===== src/rtl/seg7_pkg.sv =====
// Shared constants for the seven-segment receive path: digit patterns
// (bit 0 = a ... bit 6 = g), the blank pattern and the reader FSM states.
package seg7_pkg;

  localparam logic [6:0] SEG_0     = 7'b0111111;
  localparam logic [6:0] SEG_1     = 7'b0000110;
  localparam logic [6:0] SEG_2     = 7'b1011011;
  localparam logic [6:0] SEG_3     = 7'b1001111;
  localparam logic [6:0] SEG_4     = 7'b1100110;
  localparam logic [6:0] SEG_5     = 7'b1101101;
  localparam logic [6:0] SEG_6     = 7'b1111100;
  localparam logic [6:0] SEG_7     = 7'b0000111;
  localparam logic [6:0] SEG_8     = 7'b1111111;
  localparam logic [6:0] SEG_9     = 7'b1100111;
  localparam logic [6:0] SEG_BLANK = 7'b0000000;

  typedef enum logic {
    EMPTY  = 1'b0,
    LOCKED = 1'b1
  } state_t;

  // Successor digit in a modulo-10 count, so 9 is followed by 0.
  function automatic logic [3:0] next_digit(input logic [3:0] d);
    return (d == 4'd9) ? 4'd0 : d + 4'd1;
  endfunction

endpackage


===== src/rtl/seg7_decode.sv =====
// Combinational inverse of the seven-segment encoder: pattern -> {legal, digit}.
module seg7_decode
  import seg7_pkg::*;
(
  input  logic [6:0] segments,
  output logic       legal,
  output logic [3:0] digit
);

  always_comb begin
    legal = 1'b1;
    digit = 4'd0;
    case (segments)
      SEG_0:   digit = 4'd0;
      SEG_1:   digit = 4'd1;
      SEG_2:   digit = 4'd2;
      SEG_3:   digit = 4'd3;
      SEG_4:   digit = 4'd4;
      SEG_5:   digit = 4'd5;
      SEG_6:   digit = 4'd6;
      SEG_7:   digit = 4'd7;
      SEG_8:   digit = 4'd8;
      SEG_9:   digit = 4'd9;
      default: legal = 1'b0;
    endcase
  end

endmodule


===== src/rtl/seg7_reader.sv =====
// Samples an asynchronous segment bus, waits for each pattern to settle, decodes
// it to a BCD digit and reports inter-digit period and sequence/pattern errors.
module seg7_reader
  import seg7_pkg::*;
#(
  parameter int STABLE_CYCLES = 4,
  parameter int PERIOD_W      = 24
) (
  input  logic                clk,
  input  logic                reset,
  input  logic [6:0]          segments_in,
  output logic [3:0]          digit_out,
  output logic                digit_valid,
  output logic                seg_invalid,
  output logic                seq_error,
  output logic [PERIOD_W-1:0] period_out,
  output logic                period_valid
);

  localparam logic [3:0] STABLE_MAX = 4'(STABLE_CYCLES);

  function automatic logic [PERIOD_W-1:0] sat_inc(input logic [PERIOD_W-1:0] v);
    return (v == {PERIOD_W{1'b1}}) ? v : v + PERIOD_W'(1);
  endfunction

  logic [6:0]          sync_p0;
  logic [6:0]          sync_p1;
  logic [3:0]          stable_cnt;
  logic [PERIOD_W-1:0] period_cnt;
  logic [PERIOD_W-1:0] period_inc;
  state_t              state;
  state_t              state_next;
  logic                match;
  logic                settle;
  logic                legal;
  logic [3:0]          dec_digit;
  logic                accept;
  logic                latch_period;
  logic                invalid_next;
  logic                seq_next;

  // Stage p0/p1: two-flop synchroniser for the asynchronous segment bus
  always_ff @(posedge clk) begin
    if (reset) begin
      sync_p0 <= '0;
      sync_p1 <= '0;
    end else begin
      sync_p0 <= segments_in;
      sync_p1 <= sync_p0;
    end
  end

  // The sample about to enter sync_p1 is compared with the one already held,
  // so the settle decision lands on the same edge the run completes.
  assign match  = (sync_p0 == sync_p1);
  assign settle = match && (stable_cnt == STABLE_MAX - 4'd1);

  always_ff @(posedge clk) begin
    if (reset) begin
      stable_cnt <= '0;
    end else if (!match) begin
      stable_cnt <= '0;
    end else if (stable_cnt != STABLE_MAX) begin
      stable_cnt <= stable_cnt + 4'd1;
    end
  end

  seg7_decode u_decode (
    .segments (sync_p1),
    .legal    (legal),
    .digit    (dec_digit)
  );

  always_comb begin
    state_next   = state;
    accept       = 1'b0;
    latch_period = 1'b0;
    invalid_next = 1'b0;
    seq_next     = 1'b0;
    if (settle && (sync_p1 != SEG_BLANK)) begin
      if (!legal) begin
        invalid_next = 1'b1;
      end else begin
        case (state)
          EMPTY: begin
            accept     = 1'b1;
            state_next = LOCKED;
          end
          LOCKED: begin
            if (dec_digit != digit_out) begin
              accept       = 1'b1;
              latch_period = 1'b1;
              seq_next     = (dec_digit != next_digit(digit_out));
            end
          end
          default: state_next = EMPTY;
        endcase
      end
    end
  end

  // Latched period is the edge count up to and including the accepting edge.
  assign period_inc = sat_inc(period_cnt);

  // Stage p2: FSM state, registered event pulses and period bookkeeping
  always_ff @(posedge clk) begin
    if (reset) begin
      state        <= EMPTY;
      digit_out    <= '0;
      digit_valid  <= 1'b0;
      seg_invalid  <= 1'b0;
      seq_error    <= 1'b0;
      period_cnt   <= '0;
      period_out   <= '0;
      period_valid <= 1'b0;
    end else begin
      state       <= state_next;
      digit_valid <= accept;
      seg_invalid <= invalid_next;
      seq_error   <= seq_next;
      period_cnt  <= accept ? '0 : period_inc;
      if (accept) begin
        digit_out <= dec_digit;
      end
      if (latch_period) begin
        period_out   <= period_inc;
        period_valid <= 1'b1;
      end
    end
  end

endmodule


===== config.mk =====
export PLATFORM = sky130hd
export DESIGN_NAME = seg7_reader
export DESIGN_NICKNAME = d
export VERILOG_FILES = /design/src/rtl/seg7_pkg.sv /design/src/rtl/seg7_decode.sv /design/src/rtl/seg7_reader.sv
export SDC_FILE = /design/constraint.sdc
export NUM_CORES = 1
export LEC_CHECK = 0
export CORE_ASPECT_RATIO = 1.75
export CORE_UTILIZATION = 40
export CTS_CLUSTER_SIZE = 24
export DETAILED_ROUTE_END_ITERATION = 8
export HOLD_SLACK_MARGIN = 0.02
export SLEW_MARGIN = 10
export SYNTH_ARGS = -nofsm -noshare
export SYNTH_HDL_FRONTEND = slang
export SYNTH_HIERARCHICAL = 1
export SYNTH_SLANG_ARGS = --single-unit

===== constraint.sdc =====
create_clock -name clk -period 2.81 [get_ports clk]
set_input_delay 0.562 -clock clk [delete_from_list [all_inputs] [get_ports clk]]
set_output_delay 0.562 -clock clk [all_outputs]
set_load 0.02 [all_outputs]

; ---- Word level (Yosys, flattened, before mapping)
; Cells that the tools add are included.
[op_classes]
n_addsub = 3
eq_ne = 17
mux = 12
n_bitwise = 5
n_reduce_logical = 9
[op_table]
columns = cell, count
row1 = $eq 7x7->1 const B, 7
row2 = $pmux 4 s9, 1
row3 = $add 24x1->24 const B, 1
row4 = $eq 24x24->1 const B, 1
row5 = $mux 24, 1
row6 = $eq 7x3->1 const B, 2
row7 = $reduce_or 10->1, 1
row8 = $add 4x1->4 const B, 2
row9 = $mux 1, 8
row10 = $ne 4x4->1, 2
row11 = $eq 7x6->1 const B, 1
row12 = $eq 7x7->1, 1
row13 = $reduce_bool 7->1, 1
row14 = $reduce_or 2->1, 3
row15 = $not 1->1, 5
row16 = $reduce_or 5->1, 1
row17 = $eq 4x2->1 const B, 1
row18 = $eq 4x4->1 const B, 1
row19 = $mux 4, 1
row20 = $ne 4x3->1 const B, 1
row21 = $logic_and 1x1->1, 2
row22 = $pmux 1 s2, 1
row23 = $reduce_and 2->1, 1
[word_totals]
reg_bits = 75
input_bits = 9
out_inout_bits = 32
wordCells = 57

; ---- Logic depth before layout (Yosys ltp)
; Gate-level depths: netlist (run 1).
[logic_depth]
word_depth = 8
ltp_mapped = 12
ltp_nobuf = 9

; ---- Modules after synthesis
; The synthesis (run 1) kept the hierarchy.
[modules_own_cells]
columns = module, n_inst, cells_each, area_each_um2, seq_area_each_um2
row1 = seg7_reader, 1, 343, 3170.5, 1501.4
row2 = seg7_decode, 1, 36, 224.0, 0.0

; ---- Worst setup path before layout (run 1)
; OpenSTA, ideal clock, no wires.
[synth_path]
kind = reg-to-reg
startpoint = register sync_p1[5]
endpoint = register seq_error
setup_ps = 91
arrival_time_ps = 2572
required_ps = 2719
slack_ps = 147
stages_incl_launch_ff = 12
n_path_buf = 3
synth_period_minus_slack_ps = 2663
cell_sequence = dfxtp_1 -> buf_6 -> or4b_4 -> a211o_1 -> o31ai_1 -> xnor2_1 -> nand4_1 -> and2_1 -> clkbuf_1 -> clkbuf_1 -> nand2_1 -> a311oi_1
[synth_via]
elab_chain_len = 5
word_cells_on_any_way = 23
cone_classes = 13 x eq/ne / 2 x mux / 3 x bitwise / 5 x reduce/logical
[synth_lines]
columns = element, line_no
row1 = "start, declared", seg7_reader.sv:27  ; logic [6:0] sync_p1;
row2 = "start signal, assigned", seg7_reader.sv:49  ; sync_p1 <= sync_p0;
row3 = $eq 7x7->1 / $eq 7x3->1 (equally long branches), seg7_decode.sv:13  ; case (segments)
row4 = $pmux 4 s9 *, seg7_decode.sv:13
row5 = net dec_digit[2], seg7_reader.sv:36  ; logic [3:0] dec_digit;
row6 = $ne 4x4->1, seg7_reader.sv:90  ; if (dec_digit != digit_out) begin
row7 = $not 1->1 (no line), n/a
row8 = $reduce_or 5->1 (no line), n/a
row9 = "end signal, assigned", seg7_reader.sv:120  ; seq_error <= seq_next;
row10 = "end, declared", seg7_reader.sv:15  ; output logic seq_error,
; Mark *: on every way through the listed nets, which the timed path passes. The rest lies on a longest branch.
; A chain may end at the register's enable or synchronous reset.

; ---- Worst setup path in the final report (run 1)
[layout_path]
startpoint = register sync_p1[1]
endpoint = register period_cnt[17]
[layout_via]
elab_chain_len = 8
word_cells_on_any_way = 23
cone_classes = 12 x eq/ne / 6 x mux / 5 x reduce/logical
[layout_lines]
columns = element, line_no
row1 = $eq 7x7->1 / $eq 7x3->1 (equally long branches), seg7_decode.sv:13
row2 = $pmux 4 s9 *, seg7_decode.sv:13
row3 = net dec_digit[1], seg7_reader.sv:36
row4 = $ne 4x4->1 *, seg7_reader.sv:90
row5 = $mux 1 *, seg7_reader.sv:90
row6 = $pmux 1 s2 *, seg7_reader.sv:84  ; case (state)
row7 = $mux 1 *, seg7_reader.sv:81  ; if (!legal) begin
row8 = $mux 1 *, seg7_reader.sv:80  ; if (settle && (sync_p1 != SEG_BLANK)) begin
row9 = $reduce_or 2->1 (no line) *, n/a
row10 = "end signal, assigned", seg7_reader.sv:121  ; period_cnt <= accept ? '0 : period_inc;
row11 = "end, declared", seg7_reader.sv:29  ; logic [PERIOD_W-1:0] period_cnt;
; Marked as above.

==> qor.csv, run 1 <==
stage,metric,value,unit
cells_and_area,layout cells sized above 1,0.09745,
synth,YS warnings,6,
cells_and_area,most frequent cells in the layout,"74 x dfxtp_1, 40 x clkdlybuf4s50_1, 37 x a21oi_1",
clock_network,Longest Clk Path Bufs,2,
setup_path,R2R cell count,10,
detailed_routing,Iteration-0 DRC Markers,120,
setup_path,R2R Setup Slk,0.20,ns
sta,Max Freq,0.3832,GHz
sta,hold violation count in the final report,0,
detailed_routing,drt drc,0,
die,# rows,44,
setup_path,"most used cell, CP",buf_4,
synth,Mapped Area,0.003395,mm2
placement,gpl congestion,0.7993,
clock_network,cts bufs inserted,9,
clock_network,CTS Root Cell,clkbuf_16,
cells_and_area,Nets,438,
synth,syn nets,391,
die,Die Span Y,123.9,um
cells_and_area,Syn-to-layout area delta,24.95,%
synth,post-synthesis cell count,379,
sta,final critical-path required period,2.610,ns
setup_path,Worst Path Max Fanout,24,
global_route,first-pass GRT wire length,13.59,mm
placement,placed instance area,0.003944,mm2
hold_path,Worst Hold Path Cells,1,
detailed_routing,drt pass-1 iters,4,
placement,Placement Setup Slack,0.1940,ns
sta,Final Max Tran Viols,0,
setup_path,Reg-to-Reg Start,sync_p1[1],
synth,"FFs w/ async S/R, synth",0,
setup_path,worst-path cell chain,buf_4 > nand2_1 > or4_1 > o22ai_1 > xnor2_1 > nand4_1 > nor2_1 > o21bai_1 > buf_4 > o21ba_2,
hold_path,Hold Path Sink,sync_p1[0],
sta,worst slew pin tran,0.5368,ns
detailed_routing,Avg WL per Cell,15.67,um
setup_path,critical path arrival,2.88,ns
synth,sequential share of the synthesized area,0.4423,
die,Starting Density,0.4111,
global_route,GRT Total Usage,0.2000,
die,Core ar.,0.008258,mm2
global_route,largest net degree at the start of global routing,35,
clock_network,H-tree lvl count,3,
pwr,Max VDD drop,309.7,uV
setup_path,Critical Path Sink Type,register,
setup_path,crit-path leading delay family,simple AND/OR/NAND/NOR gates,
setup_path,worst r2r dst,period_cnt[17],
detailed_routing,via count,2996,
pwr,PwrDens,528.6,mW/mm2
synth,Post-synth EDFFs,0,
detailed_routing,remaining antenna violation count,0,
hold_path,Min-Delay Path Class,reg2reg,
hold_path,hold path startpoint,sync_p0[0],
clock_network,Sink Count,75,
placement,I/O Buffers,40,
clock_network,CTS tree,yes,
setup_path,Critical path buffers and inverters,2,
setup_path,"Req. time, crit path",3.08,ns
die,die area,0.008873,mm2
clock_network,later-pin clock latency in the skew report,0.33,ns
cells_and_area,finished layout cell area,0.004242,mm2
sta,unrepaired setup endpoints after global routing,no,
setup_path,Critical Path Start Type,register,
synth,Mean Syn Cell Area,8.956,um2
setup_path,Crit Path Category,reg2reg,
sta,final setup vio count,0,
die,Ports,41,
global_route,antenna violations before repair,0,
pwr,Lkg Pwr,1.434,nW
die,die width,71.64,um
detailed_routing,Avg Vias per Cell,5.728,
sta,max_slew headroom,0.6389,
run_status,status,"finished, final reports clean",
global_route,GRT overflow,0,
cells_and_area,# diodes,0,
cells_and_area,fillcell total,786,
job,Max-Cap Viols,0,
sta,total negative setup slack,0,ns
synth,synthesis-stage register bit count,75,
setup_path,slowest CP cell,or4_1,
sta,setup ws final,0.2003,ns
pwr,total power,0.002242,W
sta,Tcrit/Tclk final,0.9287,
sta,Final Skew,0.006604,ns
placement,DP HPWL,5.794,mm
clock_network,clk slew on worst S/H paths,0.05,ns
detailed_routing,Detailed Route WL,8.196,mm
synth,top_reg_cell synth,dfxtp_1,
setup_path,CP peak stage delay,0.43,ns
cells_and_area,"most common cell after layout, fill and taps aside",dfxtp_1,
global_route,vias in the first global route,2894,
synth,"Distinct cells, synth",51,
cells_and_area,"Core Util, Final",0.5136,
## repair_timing
action,CTS,global route
endpoints found under the setup margin,0,32
gates resized for setup,0,4
setup buffers,0,0
hold buffers,0,0
## report_power, final
group	total (W)	switching, W	internal, W
clock	0.00107	0.000426	0.000642
sequential	0.00109	0.0000171	0.00108
combinational	0.0000792	0.0000429	0.0000363
## stage by stage
step,std cells,hold WS [ns]
floorplan,379,0.4551
global placement,507,0.4634
detailed placement,507,0.4694
CTS,523,0.4772
global route,523,0.4846
finish,523,0.4681
## flip-flops by register name (all words and copies together) (netlist names)
register,count
period_cnt,24
period_out,24
sync_p0,7
sync_p1,7
digit_out,4
stable_cnt,4
digit_valid,1
period_valid,1
seg_invalid,1
seq_error,1
state,1
## synthesized netlist by cell type, types with 9 or more instances
library cell | number | share of area
a21oi_1 | 37 | 0.055
inv_1 | 9 | 0.010
clkbuf_1 | 14 | 0.015
dfxtp_1 | 75 | 0.44
nand3_1 | 11 | 0.016
a211oi_1 | 16 | 0.035
o21ai_0 | 17 | 0.025
nand2_1 | 14 | 0.015
nor2_1 | 34 | 0.038
xor2_1 | 25 | 0.065
nor3_1 | 10 | 0.015
nor2b_1 | 16 | 0.029
## how the worst max path moves through the flow
stage	endpoint	from	cells after the start	slack (ns)
6_report	period_cnt[17]	sync_p1[1]	10	0.20
5_1_grt	period_cnt[17]	sync_p1[3]	8	0.005
2_1_floorplan	seq_error	sync_p1[5]	11	0.15
3_3_place_gp	period_out[14]	sync_p1[6]	9	0.24
3_5_place_dp	period_out[9]	sync_p1[6]	9	0.19
4_1_cts	period_out[9]	sync_p1[6]	9	0.16
## per-layer routing
metal,vias up,GRT usage,share of wire
met5,-,0,0
met3,20,0.04693,0.034
met1,1440,0.2143,0.41
met2,62,0.3614,0.53
met4,0,0.1017,0.024
li1,1474,-,-
## layout make-up
cell class              count  area [um2]  area share
repair buffers             57       528.0      0.1245
clock buffers              12       256.5     0.06047
inverters                   9       33.78    0.007965
multi-input cells         274        1780      0.4198
clock inverters             4       25.02    0.005900
well taps                  92       115.1     0.02714
flip-flops and latches     75        1503      0.3543
## kinds of logic (layout without fill, tap and decap cells)
family                     Yosys count  count (layout)  share of synthesized area
DFF                                 75              75                     0.4423
muxes                                4               4                    0.01180
buffers and inverters               30              82                    0.03760
AOI/OAI and AO/OA                  101             101                     0.1898
adders and majority gates            3               3                    0.01106
xor gates and xnor gates            31              31                    0.07999
and+or+nand+nor                    135             135                     0.2274
Note: power is estimated with default switching activity, not from simulation.
==> inputs of run 2 (changes only) <==
--- a/config.mk
+++ b/config.mk
@@ -5,7 +5,7 @@
 export SDC_FILE = /design/constraint.sdc
 export NUM_CORES = 1
 export LEC_CHECK = 0
-export CORE_ASPECT_RATIO = 1.75
+export CORE_ASPECT_RATIO = 0.5
 export CORE_UTILIZATION = 40
 export CTS_CLUSTER_SIZE = 24
 export DETAILED_ROUTE_END_ITERATION = 8
==> run 2 against run 1 <==
Against the previous run: die area about the same; sequential power about the same; first-iteration DRC count rose by 110%; register-to-register slack about the same; combinational power increased by 20%; critical endpoint unchanged; core utilization is 2.8 points higher; clock-buffer cell count stayed put; routed wire length up 1.3%; clock power up 5%; largest power group is now the clock network; fmax rose by 0.45%.
==> qor.csv, run 2 (synthesized netlist as in run 1, its figures left out) <==
stage,metric,value,unit
run_status,status,"finished, final reports clean",
clock_network,H-tree lvl count,3,
detailed_routing,routed metal-1 wirelength,4.111,mm
die,Core ar.,0.008115,mm2
detailed_routing,Iteration-0 DRC Markers,255,
global_route,largest net degree at the start of global routing,25,
cells_and_area,Largest regs,"period_cnt x24, period_out x24",
clock_network,clk slew on worst S/H paths,0.06,ns
detailed_routing,Avg WL per Cell,14.93,um
placement,I/O Buffers,40,
detailed_routing,via count,2990,
cells_and_area,"Core Util, Final",0.5419,
detailed_routing,Detailed Route WL,8.303,mm
sta,Tcrit/Tclk final,0.9246,
pwr,PwrDens,523.7,mW/mm2
sta,hold violation count in the final report,0,
hold_path,Min-Delay Path Class,reg2reg,
sta,unrepaired setup endpoints after global routing,no,
cells_and_area,finished layout cell area,0.004398,mm2
setup_path,critical path arrival,2.83,ns
clock_network,cts bufs inserted,9,
setup_path,Crit Path Category,reg2reg,
clock_network,later-pin clock latency in the skew report,0.34,ns
die,Ports,41,
placement,placed instance area,0.004091,mm2
setup_path,R2R cell count,10,
cells_and_area,Nets,451,
sta,Min Hold Slack,0.4752,ns
detailed_routing,wire length on met3,249,um
cells_and_area,Seq. cell area,0.001501,mm2
cells_and_area,"most common cell after layout, fill and taps aside",dfxtp_1,
hold_path,Worst Hold Path Cells,1,
setup_path,"Req. time, crit path",3.04,ns
sta,final critical-path required period,2.598,ns
global_route,first-pass GRT wire length,13.91,mm
sta,Final Max Tran Viols,0,
placement,DP HPWL,5.734,mm
die,Die Span Y,67.14,um
detailed_routing,Avg Vias per Cell,5.378,
clock_network,Resized Gates After CTS,1,
sta,Max Freq,0.3849,GHz
die,die area,0.008881,mm2
global_route,vias in the first global route,2881,
die,# rows,23,
clock_network,Post-CTS Setup Inserts,0,
setup_path,Worst Path Max Fanout,24,
detailed_routing,drt drc,0,
setup_path,Critical Path Sink Type,register,
setup_path,R2R Setup Slk,0.21,ns
cells_and_area,Syn-to-layout area delta,29.56,%
pwr,Max VDD drop,313.9,uV
cells_and_area,layout cells sized above 1,0.1194,
global_route,GRT Total Usage,0.2031,
detailed_routing,Max Used Layer,met4,
clock_network,CTS Root Cell,clkbuf_16,
job,Max-Cap Viols,0,
clock_network,Sink Count,75,
cells_and_area,area of the multi-input gates,0.001773,mm2
sta,Final Skew,0.006905,ns
clock_network,hold_buf cts,0,
clock_network,CTS tree,yes,
placement,gpl congestion,0.9840,
global_route,GRT overflow,0,
detailed_routing,remaining antenna violation count,0,
pwr,Lkg Pwr,1.509,nW
sta,worst slew pin tran,0.5093,ns
die,die width,132.3,um
sta,max_slew headroom,0.6597,
detailed_routing,drt pass-1 iters,4,
die,Starting Density,0.4183,
cells_and_area,# diodes,0,
sta,final setup vio count,0,
placement,Placed Instances,540,
pwr,total power,0.002303,W
cells_and_area,most frequent cells in the layout,"75 x dfxtp_1, 40 x clkdlybuf4s50_1, 37 x a21oi_1",
clock_network,Longest Clk Path Bufs,2,
detailed_routing,metal2 WL,3.842,mm
cells_and_area,Non-Filler Instances,556,
global_route,antenna violations before repair,0,
setup_path,Critical Path Start Type,register,
cells_and_area,fillcell total,761,
-- run 2: cell types whose count changed in the layout (fill, tap and decap cells not counted), sizes merged --
| cell | change |
|---|---|
| inv | +1 |
| buf | +13 |
| clkinv | -1 |
-- run 2: routing by layer --
metal / vias up / global-route usage
met4: 0 / 0.08190
met3: 7 / 0.05706
li1: 1508 / -
met2: 39 / 0.3426
met5: - / 0
met1: 1436 / 0.2513
-- run 2: final cells by class --
class,count,share of cell area
multi-input combinational,274,0.4031
inverter,9,0.007681
tap,112,0.03186
sequential,75,0.3414
clock buffer,12,0.06060
timing repair buffer,70,0.1479
clock inverter,4,0.007397
-- run 2: power by group --
part	internal, W	switching, W	leakage [nW]
clock network	0.000674	0.000443	0.141
logic	0.0000466	0.0000485	0.760
registers	0.00108	0.0000140	0.608
total	0.00180	0.000505	1.51
-- run 2: critical path: stages (launching register included) --
cell and delay [ns]:
dfxtp_1 0.46, buf_4 0.17, and2_1 0.17, mux2i_1 0.10
o32ai_1 0.31, a21o_1 0.17, nand4_1 0.19, buf_4 0.26
o21bai_1 0.26, buf_12 0.21, o21ba_2 0.17
-- run 2: final timing paths --
kind                    from              to
hold / removal    sync_p0[4]      sync_p1[4]
hold reg to reg   sync_p0[4]      sync_p1[4]
setup / recovery  sync_p1[3]  period_cnt[17]
setup reg to reg  sync_p1[3]  period_cnt[17]
-- run 2: per-stage QoR --
stage	worst slack, ns	setup TNS, ns
2_1_floorplan	0.1475	0
3_3_place_gp	-0.09021	-1.092
3_5_place_dp	-0.1626	-2.276
4_1_cts	0.1776	0
5_1_grt	0.02282	0
6_report	0.2120	0
